### src/rtl/psram_pkg.sv
// psram_pkg: shared state encodings and frame geometry for the PSDRAM frame buffer.
// Used by psram_frame_writer, psram_wr_cycle and the VGA scan-out reader.
package psram_pkg;
    typedef enum logic [2:0] {
        S_IDLE,
        S_ACCEPT,
        S_REQ,
        S_SETUP,
        S_WRITE,
        S_HOLD,
        S_VERIFY
    } state_t;
    localparam int P_IMAGE1 = 1078;
    localparam int P_HLINES = 640;
    localparam int P_VLINES = 480;
    function automatic int frame_words(input int hlines, input int vlines);
        return hlines * vlines / 2;
    endfunction
endpackage

### src/rtl/psram_wr_cycle.sv
// psram_wr_cycle: sequences one async-SRAM-style PSDRAM write (SETUP, WRITE, HOLD, optional VERIFY read-back).
// Ports: clk_25Mhz/reset (async, active-high); go latches adr/data and starts a cycle from idle;
// done is high in the final clock of the cycle; Mem*/Ram* are registered PSDRAM strobes (active-low enables).
// With PSRAM_WRITE_VERIFY_EN defined, MemDataIn is read back and err flags a mismatch alongside done.
module psram_wr_cycle
    import psram_pkg::*;
#(
    parameter int WR_CYCLES = 2,
    parameter int RD_CYCLES = 3
) (
    input  logic        clk_25Mhz,
    input  logic        reset,
    input  logic        go,
    input  logic [22:0] adr,
    input  logic [15:0] data,
`ifdef PSRAM_WRITE_VERIFY_EN
    input  logic [15:0] MemDataIn,
    output logic        err,
`endif
    output logic        done,
    output logic [22:0] MemAdr,
    output logic [15:0] MemDataOut,
    output logic        MemDataOE,
    output logic        MemWR,
    output logic        MemOE,
    output logic        RamCE,
    output logic        RamLB,
    output logic        RamUB
);
    localparam int CW = $clog2(((WR_CYCLES > RD_CYCLES) ? WR_CYCLES : RD_CYCLES) + 1);

    state_t        st;
    logic [CW-1:0] cnt;

`ifdef PSRAM_WRITE_VERIFY_EN
    assign done = (st == S_VERIFY) && (cnt == '0);
    assign err  = done && (MemDataIn != MemDataOut);
`else
    assign done = (st == S_HOLD);
`endif

    always_ff @(posedge clk_25Mhz or posedge reset) begin
        if (reset) begin
            st         <= S_IDLE;
            cnt        <= '0;
            MemAdr     <= '0;
            MemDataOut <= '0;
            MemDataOE  <= 1'b0;
            MemWR      <= 1'b1;
            MemOE      <= 1'b1;
            RamCE      <= 1'b1;
            RamLB      <= 1'b1;
            RamUB      <= 1'b1;
        end else begin
            case (st)
                S_IDLE: if (go) begin
                    st         <= S_SETUP;
                    MemAdr     <= adr;
                    MemDataOut <= data;
                    MemDataOE  <= 1'b1;
                    RamCE      <= 1'b0;
                    RamLB      <= 1'b0;
                    RamUB      <= 1'b0;
                end
                S_SETUP: begin
                    st    <= S_WRITE;
                    MemWR <= 1'b0;
                    cnt   <= CW'(WR_CYCLES - 1);
                end
                S_WRITE: if (cnt == '0) begin
                    st    <= S_HOLD;
                    MemWR <= 1'b1;
                end else begin
                    cnt <= cnt - 1'b1;
                end
`ifdef PSRAM_WRITE_VERIFY_EN
                // Keep CE asserted and turn the bus around for the read-back.
                S_HOLD: begin
                    st        <= S_VERIFY;
                    MemDataOE <= 1'b0;
                    MemOE     <= 1'b0;
                    cnt       <= CW'(RD_CYCLES - 1);
                end
                S_VERIFY: if (cnt == '0) begin
                    st    <= S_IDLE;
                    MemOE <= 1'b1;
                    RamCE <= 1'b1;
                    RamLB <= 1'b1;
                    RamUB <= 1'b1;
                end else begin
                    cnt <= cnt - 1'b1;
                end
`else
                S_HOLD: begin
                    st        <= S_IDLE;
                    MemDataOE <= 1'b0;
                    RamCE     <= 1'b1;
                    RamLB     <= 1'b1;
                    RamUB     <= 1'b1;
                end
`endif
                default: st <= S_IDLE;
            endcase
        end
    end
endmodule

### src/rtl/psram_frame_writer.sv
// psram_frame_writer: packs an 8-bit pixel stream into 16-bit words and writes one frame to PSDRAM per start pulse.
// Ports: clk_25Mhz, reset (async, active-high); start pulse; pix_data/pix_valid/pix_ready stream in
// (even pixel -> [7:0], odd pixel -> [15:8]); bus_req/bus_gnt arbiter handshake; Mem*/Ram* PSDRAM pins;
// busy during a frame load, frame_done one-cycle pulse after the last word.
// Optional macro PSRAM_WRITE_VERIFY_EN adds read-back verify with verify_err (sticky) and err_cnt (saturating).
module psram_frame_writer
    import psram_pkg::*;
#(
    parameter int BASE_ADDR = P_IMAGE1,
    parameter int HLINES    = P_HLINES,
    parameter int VLINES    = P_VLINES,
    parameter int WR_CYCLES = 2,
    parameter int RD_CYCLES = 3
) (
    input  logic        clk_25Mhz,
    input  logic        reset,
    input  logic        start,
    input  logic [7:0]  pix_data,
    input  logic        pix_valid,
    output logic        pix_ready,
    output logic        bus_req,
    input  logic        bus_gnt,
    output logic [22:0] MemAdr,
    output logic [15:0] MemDataOut,
    output logic        MemDataOE,
    input  logic [15:0] MemDataIn,
    output logic        MemWR,
    output logic        MemOE,
    output logic        RamCE,
    output logic        RamLB,
    output logic        RamUB,
`ifdef PSRAM_WRITE_VERIFY_EN
    output logic        verify_err,
    output logic [15:0] err_cnt,
`endif
    output logic        busy,
    output logic        frame_done
);
    localparam int          WORDS     = frame_words(HLINES, VLINES);
    localparam logic [17:0] LAST_WORD = 18'(WORDS - 1);

    // S_SETUP here means "a memory cycle is in flight in psram_wr_cycle".
    state_t      state;
    logic        phase;
    logic [15:0] word;
    logic [17:0] word_cnt;
    logic        go;
    logic        done;
    logic [22:0] adr;

    assign go  = (state == S_REQ) && bus_gnt;
    assign adr = 23'(BASE_ADDR) + {5'd0, word_cnt};

`ifdef PSRAM_WRITE_VERIFY_EN
    logic err;
`else
    logic unused_din;
    assign unused_din = ^MemDataIn;
`endif

    psram_wr_cycle #(
        .WR_CYCLES(WR_CYCLES),
        .RD_CYCLES(RD_CYCLES)
    ) u_cycle (
        .clk_25Mhz (clk_25Mhz),
        .reset     (reset),
        .go        (go),
        .adr       (adr),
        .data      (word),
`ifdef PSRAM_WRITE_VERIFY_EN
        .MemDataIn (MemDataIn),
        .err       (err),
`endif
        .done      (done),
        .MemAdr    (MemAdr),
        .MemDataOut(MemDataOut),
        .MemDataOE (MemDataOE),
        .MemWR     (MemWR),
        .MemOE     (MemOE),
        .RamCE     (RamCE),
        .RamLB     (RamLB),
        .RamUB     (RamUB)
    );

    always_ff @(posedge clk_25Mhz or posedge reset) begin
        if (reset) begin
            state      <= S_IDLE;
            phase      <= 1'b0;
            word       <= '0;
            word_cnt   <= '0;
            pix_ready  <= 1'b0;
            bus_req    <= 1'b0;
            busy       <= 1'b0;
            frame_done <= 1'b0;
`ifdef PSRAM_WRITE_VERIFY_EN
            verify_err <= 1'b0;
            err_cnt    <= '0;
`endif
        end else begin
            frame_done <= 1'b0;
            case (state)
                S_IDLE: if (start) begin
                    state     <= S_ACCEPT;
                    word_cnt  <= '0;
                    phase     <= 1'b0;
                    busy      <= 1'b1;
                    pix_ready <= 1'b1;
`ifdef PSRAM_WRITE_VERIFY_EN
                    verify_err <= 1'b0;
                    err_cnt    <= '0;
`endif
                end
                S_ACCEPT: if (pix_valid && pix_ready) begin
                    phase <= ~phase;
                    if (!phase) begin
                        word[7:0] <= pix_data;
                    end else begin
                        word[15:8] <= pix_data;
                        pix_ready  <= 1'b0;
                        bus_req    <= 1'b1;
                        state      <= S_REQ;
                    end
                end
                S_REQ: if (bus_gnt) state <= S_SETUP;
                default: begin
`ifdef PSRAM_WRITE_VERIFY_EN
                    if (err) begin
                        verify_err <= 1'b1;
                        err_cnt    <= err_cnt + {15'd0, err_cnt != 16'hFFFF};
                    end
`endif
                    if (done) begin
                        bus_req  <= 1'b0;
                        word_cnt <= word_cnt + 1'b1;
                        if (word_cnt == LAST_WORD) begin
                            state      <= S_IDLE;
                            busy       <= 1'b0;
                            frame_done <= 1'b1;
                        end else begin
                            state     <= S_ACCEPT;
                            pix_ready <= 1'b1;
                        end
                    end
                end
            endcase
        end
    end
endmodule
### config.mk
export PLATFORM = sky130hd
export DESIGN_NAME = psram_frame_writer
export DESIGN_NICKNAME = d
export VERILOG_FILES = /design/src/rtl/psram_pkg.sv /design/src/rtl/psram_wr_cycle.sv /design/src/rtl/psram_frame_writer.sv
export SDC_FILE = /design/constraint.sdc
export NUM_CORES = 1
export LEC_CHECK = 0
export CAP_MARGIN = 20
export CORE_AREA = 2 2 110 112
export CTS_CLUSTER_DIAMETER = 200
export DETAILED_ROUTE_END_ITERATION = 7
export DIE_AREA = 0 0 112 114
export HOLD_SLACK_MARGIN = 0.1
export PLACE_DENSITY = 0.56
export SYNTH_ARGS = -nofsm -noshare
export SYNTH_HDL_FRONTEND = slang
export SYNTH_SLANG_ARGS = --single-unit
### constraint.sdc
create_clock -name clk_25Mhz -period 4.1 [get_ports clk_25Mhz]
set_input_delay 1.025 -clock clk_25Mhz [delete_from_list [all_inputs] [get_ports clk_25Mhz]]
set_output_delay 1.025 -clock clk_25Mhz [all_outputs]
set_load 0.02 [all_outputs]
# Yosys cells after proc, flatten, opt, wreduce, memory -nomap -nowiden
# Index checks and enable logic that the tools add are counted.
# op_classes
addsub,3
n_eq_ne,14
n_mux,40
bitwise_logic,4
n_reduce_logical,29
# op_table
cell,n
$mux 18,2
$pmux 18 s2,1
$mux 3,7
$add 11x18->19 const A,1
$mux 1,19
$add 18x1->18 const B,1
$eq 18x18->1 const B,1
$pmux 3 s3,2
$ne 2x2->1 const B,6
$pmux 1 s2,6
$reduce_and 3->1,4
$reduce_bool 2->1,6
$reduce_and 2->1,5
$reduce_and 4->1,2
$eq 3x2->1 const B,2
$eq 3x3->1 const B,2
$logic_not 3->1,2
$reduce_and 6->1,1
$reduce_and 5->1,1
$not 1->1,4
$pmux 2 s2,1
$reduce_bool 4->1,1
$reduce_or 2->1,2
$eq 3x1->1 const B,1
9 further kinds,10
# totals
register_bits,89
input_bits,29
out_inout_bits,49
word_cells,106

# Longest topological paths before layout
# depth
word_depth,4
ltp_mapped,9
mapped_depth_nobuf,7

# By module
# Synthesis repeated with hierarchy kept, for this count alone.
# unflattened
cells_unflattened,356
hier_area_um2,4171.5
# modules_own_cells
mod,instances,cells_each,area_each_um2,seq_area_each_um2
psram_frame_writer,1,228,2280.9,1026.0
psram_wr_cycle,1,128,1890.6,1178.6

# Worst setup path after synthesis
# Ideal clock, no wire load.
# synth_path
path_kind,input port to flip-flop
from,in pix_valid
to,reg state[0]
setup_ns,0.125
arrival_ns,1.984
t_required_ns,3.975
setup_slack_ns,1.991
path_stages,5
path_buffers,1
path_cell_list,nand4_1 clkbuf_1 o21ai_0 nand2_1 mux2_2
# synth_via
elab_chain_cells,3
# synth_rtl
item,line_no,rtl
"start, declared",psram_frame_writer.sv:19,"input logic pix_valid,"
$logic_and 1x1->1,psram_frame_writer.sv:113,S_ACCEPT: if (pix_valid && pix_ready) begin
$ne 2x2->1 (no line),-,
$reduce_and 5->1 (no line),-,
"end signal, assigned",psram_frame_writer.sv:121,state <= S_REQ;
"end signal, assigned",psram_frame_writer.sv:124,S_REQ: if (bus_gnt) state <= S_SETUP;
"end signal, assigned",psram_frame_writer.sv:136,state <= S_IDLE;
"end, declared",psram_frame_writer.sv:43,state_t state;
# Every way passes these cells.
# A chain may end at the register's enable or synchronous reset.

# Worst setup path in the final report
# layout_path
from,in pix_valid
to,reg pix_ready
# layout_via
elab_chain_cells,3
# layout_rtl
item,line_no,rtl
$logic_and 1x1->1,psram_frame_writer.sv:113,
$ne 2x2->1 (no line),-,
$reduce_and 6->1 (no line),-,
"end signal, assigned",psram_frame_writer.sv:107,pix_ready <= 1'b1;
"end signal, assigned",psram_frame_writer.sv:119,pix_ready <= 1'b0;
"end signal, assigned",psram_frame_writer.sv:141,pix_ready <= 1'b1;
"end, declared",psram_frame_writer.sv:20,"output logic pix_ready,"
# Every way passes these cells.

==> impl_metrics.csv <==
group,metric,value,unit
clocking,post_cts.repair.setup_buffers,0,
detailed_routing,detail_route.drc_violations,0,
timing,fin_max_slew_vios,0,
synth,commonest_cells_in_the_synthesized_netlist,"nand2_1 (90), dfrtp_1 (82), o21ai_0 (31)",
global_routing,grt_remaining_overflow,0,
final_layout,post_layout_nonfiller_instances,601,
critical_path,cp.arrival,2900,ps
synth,yosysTopAreaCellShare,51.6,%
critical_path,worst-r2r-cell-count,6,
critical_path,crit_path_start_kind,"input port",
timing,slew-limit-headroom,42.5,%
global_routing,first_global_vias,2958,
synth,async_flop_share,100,%
synth,synth_seq_area_share,52.9,%
power,ir_worst_vdd,380,uV
die,boundaryPins,78,
global_routing,grt_max_degree,50,
global_routing,antenna_found_initial,0,
final_layout,layout-drive-gt1-share,11.0,%
critical_path,end_kind,"register",
detailed_routing,route.final.wire_length,8.17,mm
timing,clock.fmax,0.373,GHz
detailed_routing,drt_pass1_iterations,4,
synth,synthDominantAreaCellType,"dfrtp_1",
timing,fin_tns_setup,0,ps
worst_hold_path,holdCritPathClass,"register to register",
critical_path,rr_startpoint,"state[1]",
synth,yosysUniqueCellTypes,49,
synth,synthMostInstantiatedCell,"nand2_1",
detailed_routing,drt.antenna.violating_nets,0,
placed_design,dp.cells,585,
clocking,ctsHoldBuffers,0,
run,max-cap-violations,0,
timing,finClkSkew,5.76,ps
final_layout,n_fill_cell,1178,
global_routing,grt_usage,13.8,%
detailed_routing,detail_route.wl_per_cell,13.6,um
synth,synth.ff_latch_count,84,
worst_hold_path,worst_hold_depth,2,
timing,finalCritPeriodShare,65.4,%
timing,setup_violation_total_in_the_final_timing_report,0,
synth,syn-cell-area,3980,sq um
die,core_area,11700,sq um
clocking,cts_made_buffers,9,
synth,yosysWarningCount,1,
clocking,tritoncts_clock_tree,"done",
worst_hold_path,min_delay_worst_endpoint,"u_cycle.MemDataOut[9]",
clocking,clock_tree.root_cell,"clkbuf_16",
placed_design,last_weighted_congestion_value_of_the_routability_driven_placer,0.838,
die,initial_utilization,34.0,%
timing,period_needed,2680,ps
power,pwr_density_cell,641,nW/um^2
clocking,path_clk_slew,60,ps
clocking,post_cts_resize_count,0,
placed_design,detailedPlacementHpwl,5.61,mm
timing,max_slew.worst_pin.slew,862,ps
timing,grt_setup_unrepaired,"no",
synth,avg_synthesized_cell_area,9.88,sq um
clocking,cts_htree_levels,3,
run_status,outcome,"complete, no violations",
synth,syn-instance-count,403,
clocking,clock_sink_count,84,
timing,hold_viol_final,0,
synth,leading_post_synthesis_cells_by_cell_area,"dfrtp_1 (52%), nand2_1 (8.5%), xor2_1 (5.3%), mux2_2 (5.1%), o21ai_0 (3.9%)",
detailed_routing,vias,2897,
clocking,clock_tree.buffer_depth,2,
die,floorplan.die.width,112,um
final_layout,final_net_count,486,
critical_path,r2r_setup_slack,1740,ps
critical_path,cp_max_fo,11,
critical_path,worstPathRequired,4320,ps
detailed_routing,avgViaCountPerCell,4.82,
final_layout,synthToLayoutAreaGrowth,23.2,%
global_routing,grt_pass1_wl,14.1,mm
power,leakagePower,2.22,nW
clocking,worst_skew_pair.late_latency,340,ps
critical_path,critPathKind,"input port to register",
final_layout,final_antenna_diode_count,0,
detailed_routing,drt_iter0_drc,110,
die,row_count,40,
critical_path,r2r-end,"pix_ready",
synth,synth-main-ff-cell,"dfrtp_1",
worst_hold_path,hold_path_startpoint,"word[9]",
placed_design,numPortBuffers,56,
die,die-height,114,um
die,dieArea,12800,sq um
synth,synth_edf_count,0,
## area by class of cell
cell class                      count  area [sq um]  area share (%)
Clock buffer                        9           225            4.59
Timing Repair Buffer               60           591            12.0
Sequential cell                    84          2100            42.9
Inverter                           15          57.6            1.17
Tap cell                          147           184            3.75
Clock inverter                      7          67.6            1.38
Multi-Input combinational cell    279          1680            34.2
## stage by stage
step | setup slack [ps] | hold slack (ps) | power, mW | utilization [%] | cell area (sq um)
final | 1420 | 464 | 3.14 | 41.9 | 4900
after global routing | 1340 | 501 | 3.36 | 41.9 | 4900
after CTS | 1430 | 466 | 3.20 | 41.9 | 4900
after detailed placement | 1000 | 451 | 2.37 | 39.4 | 4610
after global placement | 1070 | 445 | 2.34 | 39.4 | 4610
after floorplan | 913 | 433 | 1.97 | - | 4000
## how the worst max path moves through the flow
| stage | from | slack [ps] | depth (start not counted) | to |
|---|---|---|---|---|
| finish | pix_valid | 1420 | 5 | pix_ready |
| global route | pix_valid | 1340 | 5 | pix_ready |
| CTS | pix_valid | 1430 | 5 | pix_ready |
| detailed placement | pix_valid | 1000 | 5 | pix_ready |
| global placement | pix_valid | 1070 | 5 | pix_ready |
| floorplan | reset | 910 | 1 | bus_req |
## cells by family after synthesis
logic type / share of synthesized area, %
compound gates: 7.64
xor+xnor: 6.60
other cells: 0.0942
mux: 5.09
flops: 52.9
fa+ha+maj: 2.52
buf+inv: 5.41
simple gates: 19.8
## state kept, by name, indices dropped and copies added (netlist names)
name,flops
word_cnt,18
state,2
u_cycle.st,3
word,16
u_cycle.MemDataOut,16
bus_req,1
u_cycle.MemDataOE,1
u_cycle.MemWR,1
pix_ready,1
busy,1
u_cycle.RamLB,1
u_cycle.MemAdr,19
phase,1
frame_done,1
u_cycle.cnt,2
## critical path, stage by stage
cell and delay, ps:
clkdlybuf4s50_1 480, nand4_1 540, or2_2 520, a221oi_1 260, a21oi_1 70
## report_power, final
part | internal [mW] | switching (mW) | total (mW) | leakage, nW
logic | 0.497 | 0.591 | 1.09 | 1.02
clock network | 0.468 | 0.332 | 0.800 | 0.137
registers | 1.08 | 0.177 | 1.26 | 1.07
total | 2.04 | 1.10 | 3.14 | 2.22
## cells in the final DEF (no fill, tap or decap), types with 2 or more instances in the layout
| cell type | instances |
|---|---|
| nand2_1 | 90 |
| dfrtp_1 | 82 |
| clkdlybuf4s50_1 | 56 |
| o21ai_0 | 31 |
| nor2_1 | 27 |
| xor2_1 | 24 |
| mux2_2 | 18 |
| inv_1 | 13 |
| nand3_1 | 10 |
| nand4_1 | 10 |
| clkbuf_16 | 9 |
| ha_1 | 8 |
| a21oi_1 | 7 |
| xnor2_1 | 6 |
| conb_1 | 5 |
| and3_1 | 4 |
| nand2b_1 | 4 |
| clkinv_2 | 4 |
| buf_4 | 4 |
| nor3_1 | 3 |
| clkinvlp_4 | 3 |
| or2_2 | 2 |
| nand3b_1 | 2 |
| o31ai_1 | 2 |
| and2_1 | 2 |
| a31oi_1 | 2 |
| o211ai_1 | 2 |
| dfstp_2 | 2 |
## metal layers
metal | vias to the layer above | global-route usage, % | routed length, um
met5 | - | 0 | 0
met4 | 0 | 4.72 | 125
met3 | 14 | 4.41 | 434
met2 | 67 | 23.5 | 3820
met1 | 1392 | 16.8 | 3800
li1 | 1424 | - | -
(Power assumes the default switching activity.)
